$ cat src/rtl/mem_port_arbiter_if.sv
// Bundle of the fetch, data and memory-side signals around the shared memory port.
// The arbiter uses the master view; requesters and the memory model use the slave view.
interface mem_port_arbiter_if #(
  parameter int ADDR_W = 32,
  parameter int DATA_W = 32
) ();
  localparam int STRB_W = DATA_W / 8;

  logic              if_req;
  logic [ADDR_W-1:0] if_addr;
  logic              if_kill;
  logic              if_ack;
  logic [DATA_W-1:0] if_rdata;
  logic              if_stall;

  logic              d_req;
  logic              d_we;
  logic [ADDR_W-1:0] d_addr;
  logic [DATA_W-1:0] d_wdata;
  logic [STRB_W-1:0] d_wstrb;
  logic              d_ack;
  logic [DATA_W-1:0] d_rdata;
  logic              d_stall;

  logic              mem_req;
  logic              mem_we;
  logic [ADDR_W-1:0] mem_addr;
  logic [DATA_W-1:0] mem_wdata;
  logic [STRB_W-1:0] mem_wstrb;
  logic              mem_gnt;
  logic              mem_rvalid;
  logic [DATA_W-1:0] mem_rdata;

  logic              owner;
  logic              busy;

  modport master (
    input  if_req, if_addr, if_kill,
    input  d_req, d_we, d_addr, d_wdata, d_wstrb,
    input  mem_gnt, mem_rvalid, mem_rdata,
    output if_ack, if_rdata, if_stall,
    output d_ack, d_rdata, d_stall,
    output mem_req, mem_we, mem_addr, mem_wdata, mem_wstrb,
    output owner, busy
  );

  modport slave (
    output if_req, if_addr, if_kill,
    output d_req, d_we, d_addr, d_wdata, d_wstrb,
    output mem_gnt, mem_rvalid, mem_rdata,
    input  if_ack, if_rdata, if_stall,
    input  d_ack, d_rdata, d_stall,
    input  mem_req, mem_we, mem_addr, mem_wdata, mem_wstrb,
    input  owner, busy
  );
endinterface

$ cat src/rtl/mem_port_arbiter.sv
// Shares one memory port between instruction fetch and data access, one transaction
// at a time, with a streak counter that keeps data traffic from starving fetch.
module mem_port_arbiter #(
  parameter int ADDR_W       = 32,
  parameter int DATA_W       = 32,
  parameter int STARVE_LIMIT = 4
) (
  input logic                 clk,
  input logic                 rst,
  mem_port_arbiter_if.master  bus_io
);
  localparam int          STRB_W    = DATA_W / 8;
  localparam logic [3:0]  LIMIT     = 4'(STARVE_LIMIT);

  typedef enum logic [1:0] {
    IDLE = 2'd0,
    REQ  = 2'd1,
    RESP = 2'd2
  } state_t;

  state_t            state_q;
  logic              owner_q;
  logic              killed_q;
  logic [3:0]        streak_q;
  logic [3:0]        streak_d;
  logic              mem_req_q;
  logic              mem_we_q;
  logic [ADDR_W-1:0] mem_addr_q;
  logic [DATA_W-1:0] mem_wdata_q;
  logic [STRB_W-1:0] mem_wstrb_q;

  logic              fetchForced;
  logic              grantData;
  logic              anyReq;
  logic              killHit;
  logic              respDone;
  logic              ifAck;
  logic              dAck;

  assign anyReq      = bus_io.if_req || bus_io.d_req;
  assign fetchForced = bus_io.if_req && bus_io.d_req && (streak_q == LIMIT);
  assign grantData   = bus_io.d_req && !fetchForced;
  assign killHit     = bus_io.if_kill && !owner_q;

  // Only contested data grants count toward the streak; uncontested ones leave it alone.
  always_comb begin
    streak_d = streak_q;
    if (grantData) begin
      if (bus_io.if_req && (streak_q != LIMIT)) begin
        streak_d = streak_q + 4'd1;
      end
    end else if (bus_io.if_req) begin
      streak_d = '0;
    end
  end

  always_ff @(posedge clk or posedge rst) begin
    if (rst) begin
      state_q     <= IDLE;
      owner_q     <= 1'b0;
      killed_q    <= 1'b0;
      streak_q    <= '0;
      mem_req_q   <= 1'b0;
      mem_we_q    <= 1'b0;
      mem_addr_q  <= '0;
      mem_wdata_q <= '0;
      mem_wstrb_q <= '0;
    end else begin
      case (state_q)
        IDLE: begin
          if (anyReq) begin
            state_q   <= REQ;
            mem_req_q <= 1'b1;
            streak_q  <= streak_d;
            if (grantData) begin
              owner_q     <= 1'b1;
              mem_we_q    <= bus_io.d_we;
              mem_addr_q  <= bus_io.d_addr;
              mem_wdata_q <= bus_io.d_wdata;
              mem_wstrb_q <= bus_io.d_wstrb;
            end else begin
              owner_q     <= 1'b0;
              mem_we_q    <= 1'b0;
              mem_addr_q  <= bus_io.if_addr;
              mem_wdata_q <= '0;
              mem_wstrb_q <= '0;
            end
          end
        end
        REQ: begin
          if (killHit) begin
            killed_q <= 1'b1;
          end
          if (bus_io.mem_gnt) begin
            mem_req_q <= 1'b0;
            state_q   <= RESP;
          end
        end
        RESP: begin
          if (killHit) begin
            killed_q <= 1'b1;
          end
          if (bus_io.mem_rvalid) begin
            state_q  <= IDLE;
            killed_q <= 1'b0;
          end
        end
        default: begin
          state_q   <= IDLE;
          mem_req_q <= 1'b0;
          killed_q  <= 1'b0;
        end
      endcase
    end
  end

  // A kill arriving in the same cycle as the response must still swallow the fetch ack.
  assign respDone = (state_q == RESP) && bus_io.mem_rvalid;
  assign ifAck    = respDone && !owner_q && !killed_q && !bus_io.if_kill;
  assign dAck     = respDone && owner_q;

  assign bus_io.if_ack    = ifAck;
  assign bus_io.if_rdata  = ifAck ? bus_io.mem_rdata : '0;
  assign bus_io.if_stall  = bus_io.if_req && !ifAck;
  assign bus_io.d_ack     = dAck;
  assign bus_io.d_rdata   = dAck ? bus_io.mem_rdata : '0;
  assign bus_io.d_stall   = bus_io.d_req && !dAck;

  assign bus_io.mem_req   = mem_req_q;
  assign bus_io.mem_we    = mem_we_q;
  assign bus_io.mem_addr  = mem_addr_q;
  assign bus_io.mem_wdata = mem_wdata_q;
  assign bus_io.mem_wstrb = mem_wstrb_q;
  assign bus_io.owner     = owner_q;
  assign bus_io.busy      = (state_q != IDLE);
endmodule

$ cat src/flat_wrapper.sv
// flat-port wrapper written by rule: the top's interface ports become plain ports
module mem_port_arbiter_flat 
#(
  parameter int ADDR_W       = 32,
  parameter int DATA_W       = 32,
  parameter int STARVE_LIMIT = 4
)
  (clk, rst, bus_io_if_req, bus_io_if_addr, bus_io_if_kill, bus_io_d_req, bus_io_d_we, bus_io_d_addr, bus_io_d_wdata, bus_io_d_wstrb, bus_io_mem_gnt, bus_io_mem_rvalid, bus_io_mem_rdata, bus_io_if_ack, bus_io_if_rdata, bus_io_if_stall, bus_io_d_ack, bus_io_d_rdata, bus_io_d_stall, bus_io_mem_req, bus_io_mem_we, bus_io_mem_addr, bus_io_mem_wdata, bus_io_mem_wstrb, bus_io_owner, bus_io_busy);
  mem_port_arbiter_if #(.ADDR_W(ADDR_W), .DATA_W(DATA_W)) bus_io_i ();
  input logic clk;
  input logic rst;
  input wire logic [$bits(bus_io_i.if_req)-1:0] bus_io_if_req;
  input wire logic [$bits(bus_io_i.if_addr)-1:0] bus_io_if_addr;
  input wire logic [$bits(bus_io_i.if_kill)-1:0] bus_io_if_kill;
  input wire logic [$bits(bus_io_i.d_req)-1:0] bus_io_d_req;
  input wire logic [$bits(bus_io_i.d_we)-1:0] bus_io_d_we;
  input wire logic [$bits(bus_io_i.d_addr)-1:0] bus_io_d_addr;
  input wire logic [$bits(bus_io_i.d_wdata)-1:0] bus_io_d_wdata;
  input wire logic [$bits(bus_io_i.d_wstrb)-1:0] bus_io_d_wstrb;
  input wire logic [$bits(bus_io_i.mem_gnt)-1:0] bus_io_mem_gnt;
  input wire logic [$bits(bus_io_i.mem_rvalid)-1:0] bus_io_mem_rvalid;
  input wire logic [$bits(bus_io_i.mem_rdata)-1:0] bus_io_mem_rdata;
  output wire logic [$bits(bus_io_i.if_ack)-1:0] bus_io_if_ack;
  output wire logic [$bits(bus_io_i.if_rdata)-1:0] bus_io_if_rdata;
  output wire logic [$bits(bus_io_i.if_stall)-1:0] bus_io_if_stall;
  output wire logic [$bits(bus_io_i.d_ack)-1:0] bus_io_d_ack;
  output wire logic [$bits(bus_io_i.d_rdata)-1:0] bus_io_d_rdata;
  output wire logic [$bits(bus_io_i.d_stall)-1:0] bus_io_d_stall;
  output wire logic [$bits(bus_io_i.mem_req)-1:0] bus_io_mem_req;
  output wire logic [$bits(bus_io_i.mem_we)-1:0] bus_io_mem_we;
  output wire logic [$bits(bus_io_i.mem_addr)-1:0] bus_io_mem_addr;
  output wire logic [$bits(bus_io_i.mem_wdata)-1:0] bus_io_mem_wdata;
  output wire logic [$bits(bus_io_i.mem_wstrb)-1:0] bus_io_mem_wstrb;
  output wire logic [$bits(bus_io_i.owner)-1:0] bus_io_owner;
  output wire logic [$bits(bus_io_i.busy)-1:0] bus_io_busy;
  assign bus_io_i.if_req = bus_io_if_req;
  assign bus_io_i.if_addr = bus_io_if_addr;
  assign bus_io_i.if_kill = bus_io_if_kill;
  assign bus_io_i.d_req = bus_io_d_req;
  assign bus_io_i.d_we = bus_io_d_we;
  assign bus_io_i.d_addr = bus_io_d_addr;
  assign bus_io_i.d_wdata = bus_io_d_wdata;
  assign bus_io_i.d_wstrb = bus_io_d_wstrb;
  assign bus_io_i.mem_gnt = bus_io_mem_gnt;
  assign bus_io_i.mem_rvalid = bus_io_mem_rvalid;
  assign bus_io_i.mem_rdata = bus_io_mem_rdata;
  assign bus_io_if_ack = bus_io_i.if_ack;
  assign bus_io_if_rdata = bus_io_i.if_rdata;
  assign bus_io_if_stall = bus_io_i.if_stall;
  assign bus_io_d_ack = bus_io_i.d_ack;
  assign bus_io_d_rdata = bus_io_i.d_rdata;
  assign bus_io_d_stall = bus_io_i.d_stall;
  assign bus_io_mem_req = bus_io_i.mem_req;
  assign bus_io_mem_we = bus_io_i.mem_we;
  assign bus_io_mem_addr = bus_io_i.mem_addr;
  assign bus_io_mem_wdata = bus_io_i.mem_wdata;
  assign bus_io_mem_wstrb = bus_io_i.mem_wstrb;
  assign bus_io_owner = bus_io_i.owner;
  assign bus_io_busy = bus_io_i.busy;
  mem_port_arbiter #(.ADDR_W(ADDR_W), .DATA_W(DATA_W), .STARVE_LIMIT(STARVE_LIMIT)) u_core (.clk(clk), .rst(rst), .bus_io(bus_io_i));
endmodule
$ cat config.mk
export PLATFORM = sky130hd
export DESIGN_NAME = mem_port_arbiter_flat
export DESIGN_NICKNAME = d
export VERILOG_FILES = /design/src/rtl/mem_port_arbiter_if.sv /design/src/rtl/mem_port_arbiter.sv /design/src/flat_wrapper.sv
export SDC_FILE = /design/constraint.sdc
export NUM_CORES = 1
export LEC_CHECK = 0
export BUFFER_PORTS_ARGS = -buffer_cell sky130_fd_sc_hd__buf_2
export CORE_UTILIZATION = 24
export DETAILED_ROUTE_END_ITERATION = 6
export SLEW_MARGIN = 20
export SYNTH_ARGS = -nofsm -noshare
export SYNTH_HDL_FRONTEND = slang
export SYNTH_SLANG_ARGS = --single-unit
export TNS_END_PERCENT = 20
$ cat constraint.sdc
create_clock -name clk -period 8.3 [get_ports clk]
set_clock_uncertainty 0.2 [all_clocks]
set_input_delay 1.66 -clock clk [delete_from_list [all_inputs] [get_ports clk]]
set_output_delay 1.66 -clock clk [all_outputs]
set_load 0.02 [all_outputs]
# Word-level counts from Yosys, hierarchy flattened
# Index checks and enable logic that the tools add are counted.
totals:
  mem_bits_ro: 0
  latchBits: 0
  inputBits: 140
  register_bits: 78
  elab_cells: 65
  ram_bits: 0
  out_inout_bits: 140
  n_memories: 0
classes:
  div: 0
  n_mul: 0
  n_eq_ne: 8
  bitwise_logic: 1
  muxes: 20
  shifts: 0
  add_sub_neg: 1
  n_lt_le_gt_ge: 0
  reduce_logical: 26
op_table:
  columns: ["op", "n"]
  rows:
  - ["two-way mux 32 bit", 4]
  - ["two-way mux 4 bit", 4]
  - ["logical AND 1 bit", 12]
  - ["zero test 1 bit", 6]
  - ["two-way mux 1 bit", 6]
  - ["two-way mux 2 bit", 3]
  - ["inequality test 2 bit (second input constant)", 3]
  - ["one-hot mux 1 bit (3 select lines)", 2]
  - ["one-hot mux 2 bit (3 select lines)", 1]
  - ["AND reduction 3 bit", 2]
  - ["adder 4 x 1 -> 4 bit (second input constant)", 1]
  - ["== test 4 x 3 -> 1 bit (second input constant)", 1]
  - ["inequality test 4 x 3 -> 1 bit (second input constant)", 1]
  - ["AND reduction 4 bit", 1]
  - ["nonzero test 2 bit", 2]
  - ["== test 2 x 1 -> 1 bit (second input constant)", 1]
  - ["== test 2 bit (second input constant)", 1]
  - ["zero test 2 bit", 1]
  - ["inequality test 2 x 1 -> 1 bit (second input constant)", 1]
  - ["AND reduction 2 bit", 1]
  - ["logical OR 1 bit", 1]
  - ["NOT 1 bit", 1]

# Logic depth before layout (Yosys ltp)
# Gate-level depths: netlist of run 1.
depth:
  ltp_word: 7
  mapped_depth: 7
  depth_no_buf: 5

# Worst setup path before layout of run 1
# No wires, ideal clock.
synth_path:
  path_kind: "input-to-output"
  startpoint: "in bus_io_mem_rvalid"
  endpoint: "out bus_io_d_rdata[22]"
  path_buffers: 2
  arrival_time_ns: 2.615
  required_ns: 6.440
  slack_ns: 3.825
  path_stages: 4
  path_cell_list: "and3_1 -> clkbuf_1 -> clkbuf_1 -> and2_1"
synth_via:
  elab_chain_len: 3
synth_lines:
  columns: ["item", "line_no", "source"]
  rows:
  - ["start: declaration", "flat_wrapper.sv:21", "input wire logic [$bits(bus_io_i.mem_rvalid)-1:0] bus_io_mem_rvalid;"]
  - ["logical AND 1 bit", "mem_port_arbiter.sv:118", "assign respDone = (state_q == RESP) && bus_io.mem_rvalid;"]
  - ["logical AND 1 bit", "mem_port_arbiter.sv:120", "assign dAck = respDone && owner_q;"]
  - ["net bus_io_d_ack", "flat_wrapper.sv:26", "output wire logic [$bits(bus_io_i.d_ack)-1:0] bus_io_d_ack;"]
  - ["two-way mux 32 bit", "mem_port_arbiter.sv:126", "assign bus_io.d_rdata = dAck ? bus_io.mem_rdata : '0;"]
  - ["end: declaration", "flat_wrapper.sv:27", "output wire logic [$bits(bus_io_i.d_rdata)-1:0] bus_io_d_rdata;"]
# The timed path passes the listed nets, and every way through them passes these cells.

# Worst setup path in the final report of run 1
layout_path:
  startpoint: "in bus_io_mem_rvalid"
  endpoint: "out bus_io_d_rdata[28]"
layout_via:
  elab_chain_len: 3
layout_lines:
  columns: ["item", "line_no"]
  rows:
  - ["logical AND 1 bit", "mem_port_arbiter.sv:118"]
  - ["logical AND 1 bit", "mem_port_arbiter.sv:120"]
  - ["two-way mux 32 bit", "mem_port_arbiter.sv:126"]
# No other way between the ends.

==> metrics.yaml, run 1 <==
layout:
  diodes: 0
  area_delta_synth_final_pct: 45.44
  final_cell_mix: "buf_2, dfrtp_1, nand2_1"
  final_common_cell: "buf_2"
  fin_nets: 801
  drive_above_1_share_pct: 51.36
  fin_util_pct: 35.82
  fin_area_um2: 5939
placement:
  portBuffers: 279
  hpwl_um: 9549
  post-place-ws_ns: 3.261
  post_dp_cell_area_um2: 5617
  gp_congestion: 0.7220
routing:
  drtAntennaViolNets: 0
  avgViaCountPerCell: 4.495
  drc: 0
  first_pass_iters: 4
  wirelength_um: 13490
  drt-initial-drc-count: 122
  wl_per_cell_um: 15.33
  vias: 3956
synth:
  synth_edf_count: 0
  ys_warn_count: 0
  yosys.area.top_type: "dfrtp_1"
  async_reset_ff_share_pct: 100.0
  synth.cell_area_um2: 4084
  synth_fp_nets: 543
  syn_inst: 397
  seq_area_frac_synth_pct: 47.79
  synth_ff_type: "dfrtp_1"
  synth_top_area_share_pct: 47.79
  synth.avg_cell_area_um2: 10.29
  ys_ff_latch: 78
  ys_types: 34
  yosys-top-cells-area: "dfrtp_1, and2_1, o211ai_2"
run:
  max_cap_viol_count: 0
setup_path:
  critPathLaunchType: "primary input"
  crit_chain: "buf_2, and3_1, and2_1, buf_2"
  crit_required_ns: 6.44
  critPathMaxFanout: 34
  slowest_delay_ns: 0.74
  cp_common_cell: "buf_2"
  endpoint_kind: "output pin"
  crit_path_top_delay_cell: "and3_1"
  path_class: "primary input to output pin"
  arrival_ns: 2.91
timing:
  max_slew_margin_pct: 34.08
  worstMarginPinSlew_ns: 0.9888
  fin_hold_ws_ns: 0.2806
  maxSlewViolCount: 0
  setup_viol: 0
  post-route-period-util_pct: 57.44
  grt_setup_unrepaired: "false"
  layout_setup_ws_ns: 3.532
  fmax_mhz: 209.7
  hold_viol_final: 0
  tns_ns: 0
  fin_crit_ns: 4.768
clocking:
  cts_resized: 0
  cts_sinks: 78
  cts_tree: "yes"
  htree_levels: 3
  holdBufCountCts: 0
  clk_pin_slew_ns: 0.07
  cts_buffers: 9
  clock_path_buffers: 2
  clk_latency_ns: 0.33
  cts_root_buf: "clkbuf_16"
  post_cts_buffers: 0
floorplanning:
  start_util_pct: 24.63
  core-area_um2: 16580
  core.rowCount: 47
  die_x_um: 132.4
  ios: 280
  die_y_um: 132.4
  dieArea_um2: 17540
grt:
  gr-total-overflow: 0
  grt_pass1_vias: 4027
  grtUsageTotal_pct: 15.64
  grt_pass1_wl_um: 21420
  grt_antenna_before_repair: 0
  grt_max_degree: 79
power_and_ir_drop:
  leakage_nw: 3.250
  ir_worst_vdd_mv: 0.1651
  p_per_area_nw_per_um2: 358.3
min_path:
  min_path_type: "register to register"
status:
  status: "complete, no violations"
[area by class of cell]
cell class | instances | area, um2
clock buffers | 9 | 225.2
clock inverters | 7 | 80.08
fillers | 1705 | 10640
inverters | 7 | 27.53
multi-input cells | 274 | 1928
flip-flops and latches | 78 | 1952
well taps | 220 | 275.3
repair buffers | 285 | 1451
[per-layer routing]
layer	GRT usage (%)	share of wire (%)	vias to the layer above
li1	-	-	1910
met1	17.41	41	1859
met2	28.57	51	178
met3	4.253	7.4	9
met4	5.300	1.0	0
met5	0	0	-
[Yosys cell counts (2+ instances only)]
cell type	n
a21oi_1	2
a22o_1	37
and2_1	65
buf_2	5
buf_6	6
clkbuf_1	25
dfrtp_1	78
ha_1	6
inv_1	7
mux2_1	2
mux2i_1	3
nand2_1	70
nand3_1	2
nand4_1	34
nor2b_1	4
o211ai_1	2
o211ai_2	30
o21ai_1	3
[power breakdown]
group / leakage [nW] / total [mW] / switching, mW / internal (mW)
sequential: 0.976 / 0.677 / 0.107 / 0.570
combinational: 2.13 / 1.04 / 0.656 / 0.383
clock: 0.148 / 0.412 / 0.175 / 0.237
[flip-flops by register name (all words and copies together) (netlist names)]
name	cells
u_core.bus_io.mem_addr	32
u_core.bus_io.mem_req	1
u_core.bus_io.mem_wdata	32
u_core.bus_io.mem_we	1
u_core.bus_io.mem_wstrb	4
u_core.bus_io.owner	1
u_core.killed_q	1
u_core.state_q	2
u_core.streak_q	4
[path summary, 6_finish.rpt]
check	endpoint	cells past startpoint	start	slack, ns
setup / recovery	bus_io_d_rdata[28]	4	bus_io_mem_rvalid	3.53
hold / removal	u_core.bus_io.mem_addr[30]$_DFFE_PP0P_	2	u_core.bus_io.mem_addr[30]$_DFFE_PP0P_	0.28
setup reg to reg	u_core.bus_io.mem_addr[29]$_DFFE_PP0P_	5	u_core.streak_q[0]$_DFFE_PP0P_	5.68
hold reg to reg	u_core.bus_io.mem_addr[30]$_DFFE_PP0P_	2	u_core.bus_io.mem_addr[30]$_DFFE_PP0P_	0.28
max in group asynchronous	u_core.bus_io.mem_addr[8]$_DFFE_PP0P_	3	rst	6.08
min in group asynchronous	u_core.bus_io.mem_addr[11]$_DFFE_PP0P_	3	rst	1.32
[critical path: cells and delay by family]
kind                   cells  cell delay (ns)
and+or+nand+nor            2             0.97
buffers and inverters      2             0.26
[per-stage QoR]
step / power, mW / instances
floorplan: 1.384 / 397
global placement: 1.730 / 863
detailed placement: 1.737 / 863
CTS: 2.164 / 879
global route: 2.280 / 880
finish: 2.128 / 880
[cell families (layout without fill, tap and decap cells)]
kind of cell	Yosys count	count (layout)	share of synthesized area (%)
simple gates	184	184	24.63
compound gates	79	79	18.96
flops	78	78	47.79
buf+inv	45	308	5.484
fa+ha+maj	6	6	1.838
mux	5	5	1.287
(Power assumes the default switching activity.)
==> run 2, diff against run 1 <==
==> constraint.sdc (replaced) <==
create_clock -name clk -period 4.9 [get_ports clk]
set_clock_uncertainty 0.2 [all_clocks]
set_input_delay 0.98 -clock clk [delete_from_list [all_inputs] [get_ports clk]]
set_output_delay 0.98 -clock clk [all_outputs]
set_load 0.02 [all_outputs]
==> run 2 against run 1 <==
Effect of this change: via count grew 0.66%; non-clock buffer count grew 1; combinational power grew 69%; register-to-register slack lost 3.2 ns; largest power group unchanged; highest routed layer unchanged; total power grew 67%.
==> metrics.yaml, run 2 (synthesized netlist as in run 1, its figures left out) <==
timing:
  tns_ns: 0  # unchanged
  maxSlewViolCount: 0  # unchanged
  post-route-period-util_pct: 69.52
  max_slew_margin_pct: 29.86  # -4.2 points
  fin_crit_ns: 3.406
  setup_viol: 0  # unchanged
  hold_viol_final: 0  # unchanged
  grt_setup_unrepaired: "false"
  fmax_mhz: 293.6
  fin_hold_ws_ns: 0.2790  # -0.001612 ns
  worstMarginPinSlew_ns: 1.052  # +0.06331 ns
  layout_setup_ws_ns: 1.494  # -2.039 ns
setup_path:
  crit_required_ns: 3.72  # -2.72 ns
  critPathMaxFanout: 34  # unchanged
  arrival_ns: 2.23  # -0.68 ns
  cp_common_cell: "buf_2"
  endpoint_kind: "output pin"
  slowest_delay_ns: 0.74  # about the same
  crit_path_top_delay_cell: "and3_1"
  path_class: "primary input to output pin"
  crit_chain: "buf_2, and3_1, and2_1, buf_2"
  critPathLaunchType: "primary input"
layout:
  fin_area_um2: 5914  # -0.42%
  area_delta_synth_final_pct: 44.82
  fin_nets: 802  # +0.12%
  fin_util_pct: 35.66  # -0.15 points
  final_common_cell: "buf_2"
  drive_above_1_share_pct: 51.44  # +0.074 points
  diodes: 0  # unchanged
  final_cell_mix: "buf_2, dfrtp_1, nand2_1"
routing:
  wl_per_cell_um: 15.54  # +1.4%
  vias: 3982  # +0.66%
  drtAntennaViolNets: 0  # unchanged
  first_pass_iters: 4  # unchanged
  drc: 0  # unchanged
  wirelength_um: 13700  # +1.5%
  drt-initial-drc-count: 117  # -4.1%
  avgViaCountPerCell: 4.520  # +0.54%
grt:
  grtUsageTotal_pct: 15.93  # +0.29 points
  grt_antenna_before_repair: 0  # unchanged
  grt_pass1_vias: 3933  # -2.3%
  gr-total-overflow: 0  # unchanged
  grt_pass1_wl_um: 21670  # +1.2%
  grt_max_degree: 71  # -10%
floorplanning:
  core.rowCount: 47  # unchanged
  die_x_um: 132.4  # unchanged
  start_util_pct: 24.63  # unchanged
  die_y_um: 132.4  # unchanged
  ios: 280  # unchanged
  dieArea_um2: 17540  # unchanged
  core-area_um2: 16580  # unchanged
placement:
  post-place-ws_ns: 1.495  # -1.765 ns
  hpwl_um: 9837  # +3.0%
  portBuffers: 279  # unchanged
  gp_congestion: 0.7484  # +3.7%
  post_dp_cell_area_um2: 5632  # +0.27%
clocking:
  cts_resized: 0  # unchanged
  cts_buffers: 9  # unchanged
  clk_latency_ns: 0.34  # about the same
  htree_levels: 3  # unchanged
  clock_path_buffers: 2  # unchanged
  post_cts_buffers: 0  # unchanged
  cts_root_buf: "clkbuf_16"
  cts_tree: "yes"
  clk_pin_slew_ns: 0.07  # about the same
  cts_sinks: 78  # unchanged
  holdBufCountCts: 0  # unchanged
power_and_ir_drop:
  clock_power_share_pct: 18.2  # -1.2 points
  power.switching_mw: 1.594  # +70%
  intPower_mw: 1.964  # +65%
  p_per_area_nw_per_um2: 601.6  # +68%
  leakage_nw: 3.237  # -0.40%
  combPwrFrac_pct: 49.4  # +0.6 points
  power.share.sequential_pct: 32.4  # +0.6 points
  ir_worst_vdd_mv: 0.2844  # +72%
  p_sw_share_pct: 44.80  # +0.73 points
status:
  status: "complete, no violations"
min_path:
  min_path_type: "register to register"
run:
  max_cap_viol_count: 0  # unchanged
## run 2: metrics by stage
| step | cells | power [mW] |
|---|---|---|
| after floorplan | 397 | 2.344 |
| after global placement | 865 | 2.934 |
| after detailed placement | 865 | 2.950 |
| after CTS | 881 | 3.620 |
| after global routing | 881 | 3.815 |
| final | 881 | 3.558 |
## run 2: critical path: cells and delay by family
kind	cells	cell delay [ns]
and+or+nand+nor	2	0.98
buffers and inverters	2	0.26
## run 2: area by class of cell
| cell class | instances | area, um2 |
|---|---|---|
| Fill cell | 1713 | 10670 |
| Sequential cell | 78 | 1952 |
| Multi-Input combinational cell | 274 | 1928 |
| Timing Repair Buffer | 286 | 1449 |
| Tap cell | 220 | 275.3 |
| Clock buffer | 9 | 225.2 |
| Clock inverter | 7 | 57.56 |
| Inverter | 7 | 27.53 |
## run 2: final timing paths
| kind | cells after the start | endpoint | slack, ns | from |
|---|---|---|---|---|
| max | 4 | bus_io_d_rdata[2] | 1.49 | bus_io_mem_rvalid |
| max in group asynchronous | 3 | u_core.bus_io.mem_addr[21]$_DFFE_PP0P_ | 3.00 | rst |
| max reg2reg | 5 | u_core.bus_io.mem_addr[29]$_DFFE_PP0P_ | 2.53 | u_core.streak_q[0]$_DFFE_PP0P_ |
| min in group asynchronous | 2 | u_core.bus_io.mem_addr[16]$_DFFE_PP0P_ | 0.59 | rst |
| min reg2reg | 2 | u_core.bus_io.mem_addr[30]$_DFFE_PP0P_ | 0.28 | u_core.bus_io.mem_addr[30]$_DFFE_PP0P_ |
| min | 2 | u_core.bus_io.mem_addr[30]$_DFFE_PP0P_ | 0.28 | u_core.bus_io.mem_addr[30]$_DFFE_PP0P_ |
## run 2: per-layer routing
metal  up-vias  wire length, um  GRT usage [%]
met3        10             1038          4.330
met4         0              152          5.045
met1      1863             5465          17.59
li1       1917                -              -
met2       192             7039          29.44
met5         -                0              0
## run 2: power groups by stage
| stage | Combinational [mW] | Clock, mW | Sequential, mW |
|---|---|---|---|
| finish | 1.76 | 0.647 | 1.15 |
| global placement | 1.78 | 0 | 1.16 |
| global route | 1.92 | 0.699 | 1.20 |
| detailed placement | 1.80 | 0 | 1.15 |
| floorplan | 0.835 | 0 | 1.51 |
| CTS | 1.79 | 0.675 | 1.15 |
==> run 3, diff against run 2 <==
--- a/config.mk
+++ b/config.mk
@@ -5,6 +5,7 @@
 export SDC_FILE = /design/constraint.sdc
 export NUM_CORES = 1
 export LEC_CHECK = 0
+export ABC_AREA = 1
 export BUFFER_PORTS_ARGS = -buffer_cell sky130_fd_sc_hd__buf_2
 export CORE_UTILIZATION = 24
 export DETAILED_ROUTE_END_ITERATION = 6
==> constraint.sdc (replaced) <==
create_clock -name clk -period 3.57 [get_ports clk]
set_clock_uncertainty 0.2 [all_clocks]
set_input_delay 0.714 -clock clk [delete_from_list [all_inputs] [get_ports clk]]
set_output_delay 0.714 -clock clk [all_outputs]
set_load 0.02 [all_outputs]
==> run 3 against run 2 <==
Effect of this change: combinational power rose by 27%; first-iteration DRC count rose by 44%; synthesized cell count rose by 53%; register-to-register slack got worse by 1.4 ns; via count rose by 14%; global-route usage fell by 0.67 points; wire length rose by 3.0%; sequential share of layout area fell by 0.95 points; critical path depth rose by 3; largest power group unchanged; final cell count rose by 25%; total power rose by 34%; critical endpoint is now bus_io_if_rdata[28]; flip-flop and latch count did not move.
==> metrics.yaml, run 3 <==
status:
  status: "complete, no violations"
timing:
  setup_viol: 0  # unchanged
  post-route-period-util_pct: 80.23
  maxSlewViolCount: 0  # unchanged
  hold_viol_final: 0  # unchanged
  grt_setup_unrepaired: "false"
  max_slew_margin_pct: 40.56  # +11 points
  fmax_mhz: 349.1
  layout_setup_ws_ns: 0.7057  # -0.7879 ns
  worstMarginPinSlew_ns: 0.8894  # -0.1627 ns
  tns_ns: 0  # unchanged
  fin_crit_ns: 2.864
setup_path:
  path_buf_inv: 3  # +1
  crit_family: "buffers and inverters"
  endpoint_kind: "output pin"
  worst-path-stages: 7  # +3
  crit_required_ns: 2.66  # -1.06 ns
  rrSetupSlack_ns: 1.14  # -1.39 ns
  crit_path_top_delay_cell: "dfrtp_1"
  critPathLaunchType: "register"
  slowest_delay_ns: 0.41  # -0.33 ns
  r2r-end: "u_core.bus_io.mem_addr[7]$_DFFE_PP0P_"
  worstSetupEndpoint: "bus_io_if_rdata[28]"
  reg2reg_from: "u_core.state_q[0]$_DFFE_PP0P_"
  reg2regPathDepth: 8  # +3
  arrival_ns: 1.95  # -0.28 ns
  crit_chain: "inv_1, ha_1, nand2_1, nor4_4, inv_2, nor2_1, buf_2"
  path_class: "register to output pin"
  critPathMaxFanout: 32  # -5.9%
  cp-startpoint: "u_core.state_q[0]$_DFFE_PP0P_"
clocking:
  cts_resized: 0  # unchanged
  htree_levels: 3  # unchanged
  cts_buffers: 9  # unchanged
  holdBufCountCts: 0  # unchanged
  cts_sinks: 78  # unchanged
  cts_tree: "yes"
  cts_root_buf: "clkbuf_16"
  clk_pin_slew_ns: 0.07  # about the same
  clk_latency_ns: 0.34  # about the same
  post_cts_buffers: 0  # unchanged
  clock_path_buffers: 2  # unchanged
placement:
  portBuffers: 279  # unchanged
  post-place-ws_ns: 0.9043  # -0.5908 ns
  gp_congestion: 0.8007  # +7.0%
  hpwl_um: 10430  # +6.0%
routing:
  drt-initial-drc-count: 168  # +44%
  vias: 4551  # +14%
  wirelength_um: 14100  # +3.0%
  drtAntennaViolNets: 0  # unchanged
  first_pass_iters: 4  # unchanged
  avgViaCountPerCell: 4.119  # -8.9%
  wl_per_cell_um: 12.76  # -18%
  drc: 0  # unchanged
synth:
  synth_ff_type: "dfrtp_1"
  syn_inst: 608  # +53%
  ys_ff_latch: 78  # unchanged
  ys_types: 24  # -29%
  synth.most_common_cell: "nand2_1"
  async_reset_ff_share_pct: 100.0  # unchanged
  synth_edf_count: 0  # unchanged
  synth_common_cells: "nand2_1, inv_1, dfrtp_1"
  yosys-top-cells-area: "dfrtp_1, nand2_1, inv_1"
  synth.avg_cell_area_um2: 6.960  # -32%
  yosys.area.top_type: "dfrtp_1"
  ys_warn_count: 0  # unchanged
  synth_top_area_share_pct: 46.13  # -1.7 points
  seq_area_frac_synth_pct: 46.13  # -1.7 points
  synth_fp_nets: 754  # +39%
  synth.cell_area_um2: 4232  # +3.6%
floorplanning:
  dieArea_um2: 18170  # +3.6%
  core-area_um2: 17240  # +3.9%
  start_util_pct: 24.55  # -0.077 points
  die_y_um: 134.8  # +1.8%
  core.rowCount: 48  # +2.1%
  ios: 280  # unchanged
  die_x_um: 134.8  # +1.8%
power_and_ir_drop:
  ir_worst_vdd_mv: 0.3239  # +14%
  power_mw: 4.770  # +34%
  p_per_area_nw_per_um2: 783.3  # +30%
  leakage_nw: 4.000  # +24%
grt:
  grt_antenna_before_repair: 1  # +1
  grt_pass1_wl_um: 21110  # -2.6%
  gr-total-overflow: 0  # unchanged
  grtUsageTotal_pct: 15.26  # -0.67 points
  grt_max_degree: 79  # +11%
  grt_pass1_vias: 4041  # +2.7%
layout:
  final_common_cell: "buf_2"
  drive_above_1_share_pct: 35.57  # -16 points
  fin_nets: 1021  # +27%
  area_delta_synth_final_pct: 43.91
  final_cell_mix: "buf_2, nand2_1, inv_1"
  fin_util_pct: 35.33  # -0.34 points
  diodes: 0  # unchanged
run:
  max_cap_viol_count: 0  # unchanged
min_path:
  min_path_type: "primary input to async pin"
==> run 3: cell types whose count changed in the layout (fill, tap and decap cells not counted), moves of 3 or more <==
cell	before	now
inv_6	1	4
mux2i_1	3	0
o211ai_2	30	0
nand3_1	2	69
o21ai_0	1	4
nand2_1	70	223
nand4_1	34	0
inv_2	0	5
and2_1	64	0
inv_1	6	110
nor2_1	1	71
nor2b_1	4	0
a22o_1	37	0
==> run 3: per-stage QoR <==
step	cells	hold WS [ns]	cell area (um2)
floorplan	608	0.2782	4232
global placement	1089	0.2578	5786
detailed placement	1089	0.2600	5786
CTS	1105	0.2638	6090
global route	1105	0.2978	6090
finish	1105	0.2521	6090
==> run 3: worst min path at each step <==
stage                                                  from                                       to  slack, ns
floorplan                     u_core.state_q[1]$_DFFE_PP0P_            u_core.state_q[1]$_DFFE_PP0P_       0.28
global placement     u_core.bus_io.mem_wdata[9]$_DFFE_PP0P_   u_core.bus_io.mem_wdata[9]$_DFFE_PP0P_       0.26
detailed placement  u_core.bus_io.mem_wdata[28]$_DFFE_PP0P_  u_core.bus_io.mem_wdata[28]$_DFFE_PP0P_       0.26
CTS                                                     rst  u_core.bus_io.mem_wdata[18]$_DFFE_PP0P_       0.26
global route                                            rst  u_core.bus_io.mem_wdata[18]$_DFFE_PP0P_       0.30
finish                                                  rst   u_core.bus_io.mem_addr[14]$_DFFE_PP0P_       0.25
==> run 3: kinds of logic after synthesis <==
group,count (synthesis),synth area share [%]
AND/OR/NAND/NOR,369,35.87
buffers and inverters,145,14.61
flip-flops,78,46.13
AO/OA/AOI/OAI,9,1.419
adder cells (fa/ha/maj),6,1.774
XOR/XNOR,1,0.2070
==> run 3: cell type report <==
type,count,area [um2]
fillers,1873,11150
flip-flops and latches,78,1952
multi-input cells,385,1662
repair buffers,285,1454
inverters,116,436.7
well taps,225,281.5
clock buffers,9,225.2
clock inverters,7,78.83
==> run 3: worst reg2reg max path: cells and delay by family (launching register included) <==
kind            cells  cell delay, ns
buf+inv             4            1.30
fa+ha+maj           1            0.25
compound gates      1            0.05
simple gates        2            0.18
flops               1            0.39
==> run 3: per-layer routing <==
metal  wire, um  GRT usage, %  vias up  part of all wire, %
li1           -             -     2309                    -
met1       5718         17.24     2045                   41
met2       7258         28.09      181                   51
met3        885         2.740       16                  6.3
met4        238         6.305        0                  1.7
met5          0             0        -                    0
==> run 3: power breakdown <==
part / internal, mW / leakage (nW) / switching (mW) / total [mW]
Combinational: 0.703 / 2.87 / 1.53 / 2.23
Clock: 0.552 / 0.151 / 0.412 / 0.965
Sequential: 1.32 / 0.977 / 0.248 / 1.57
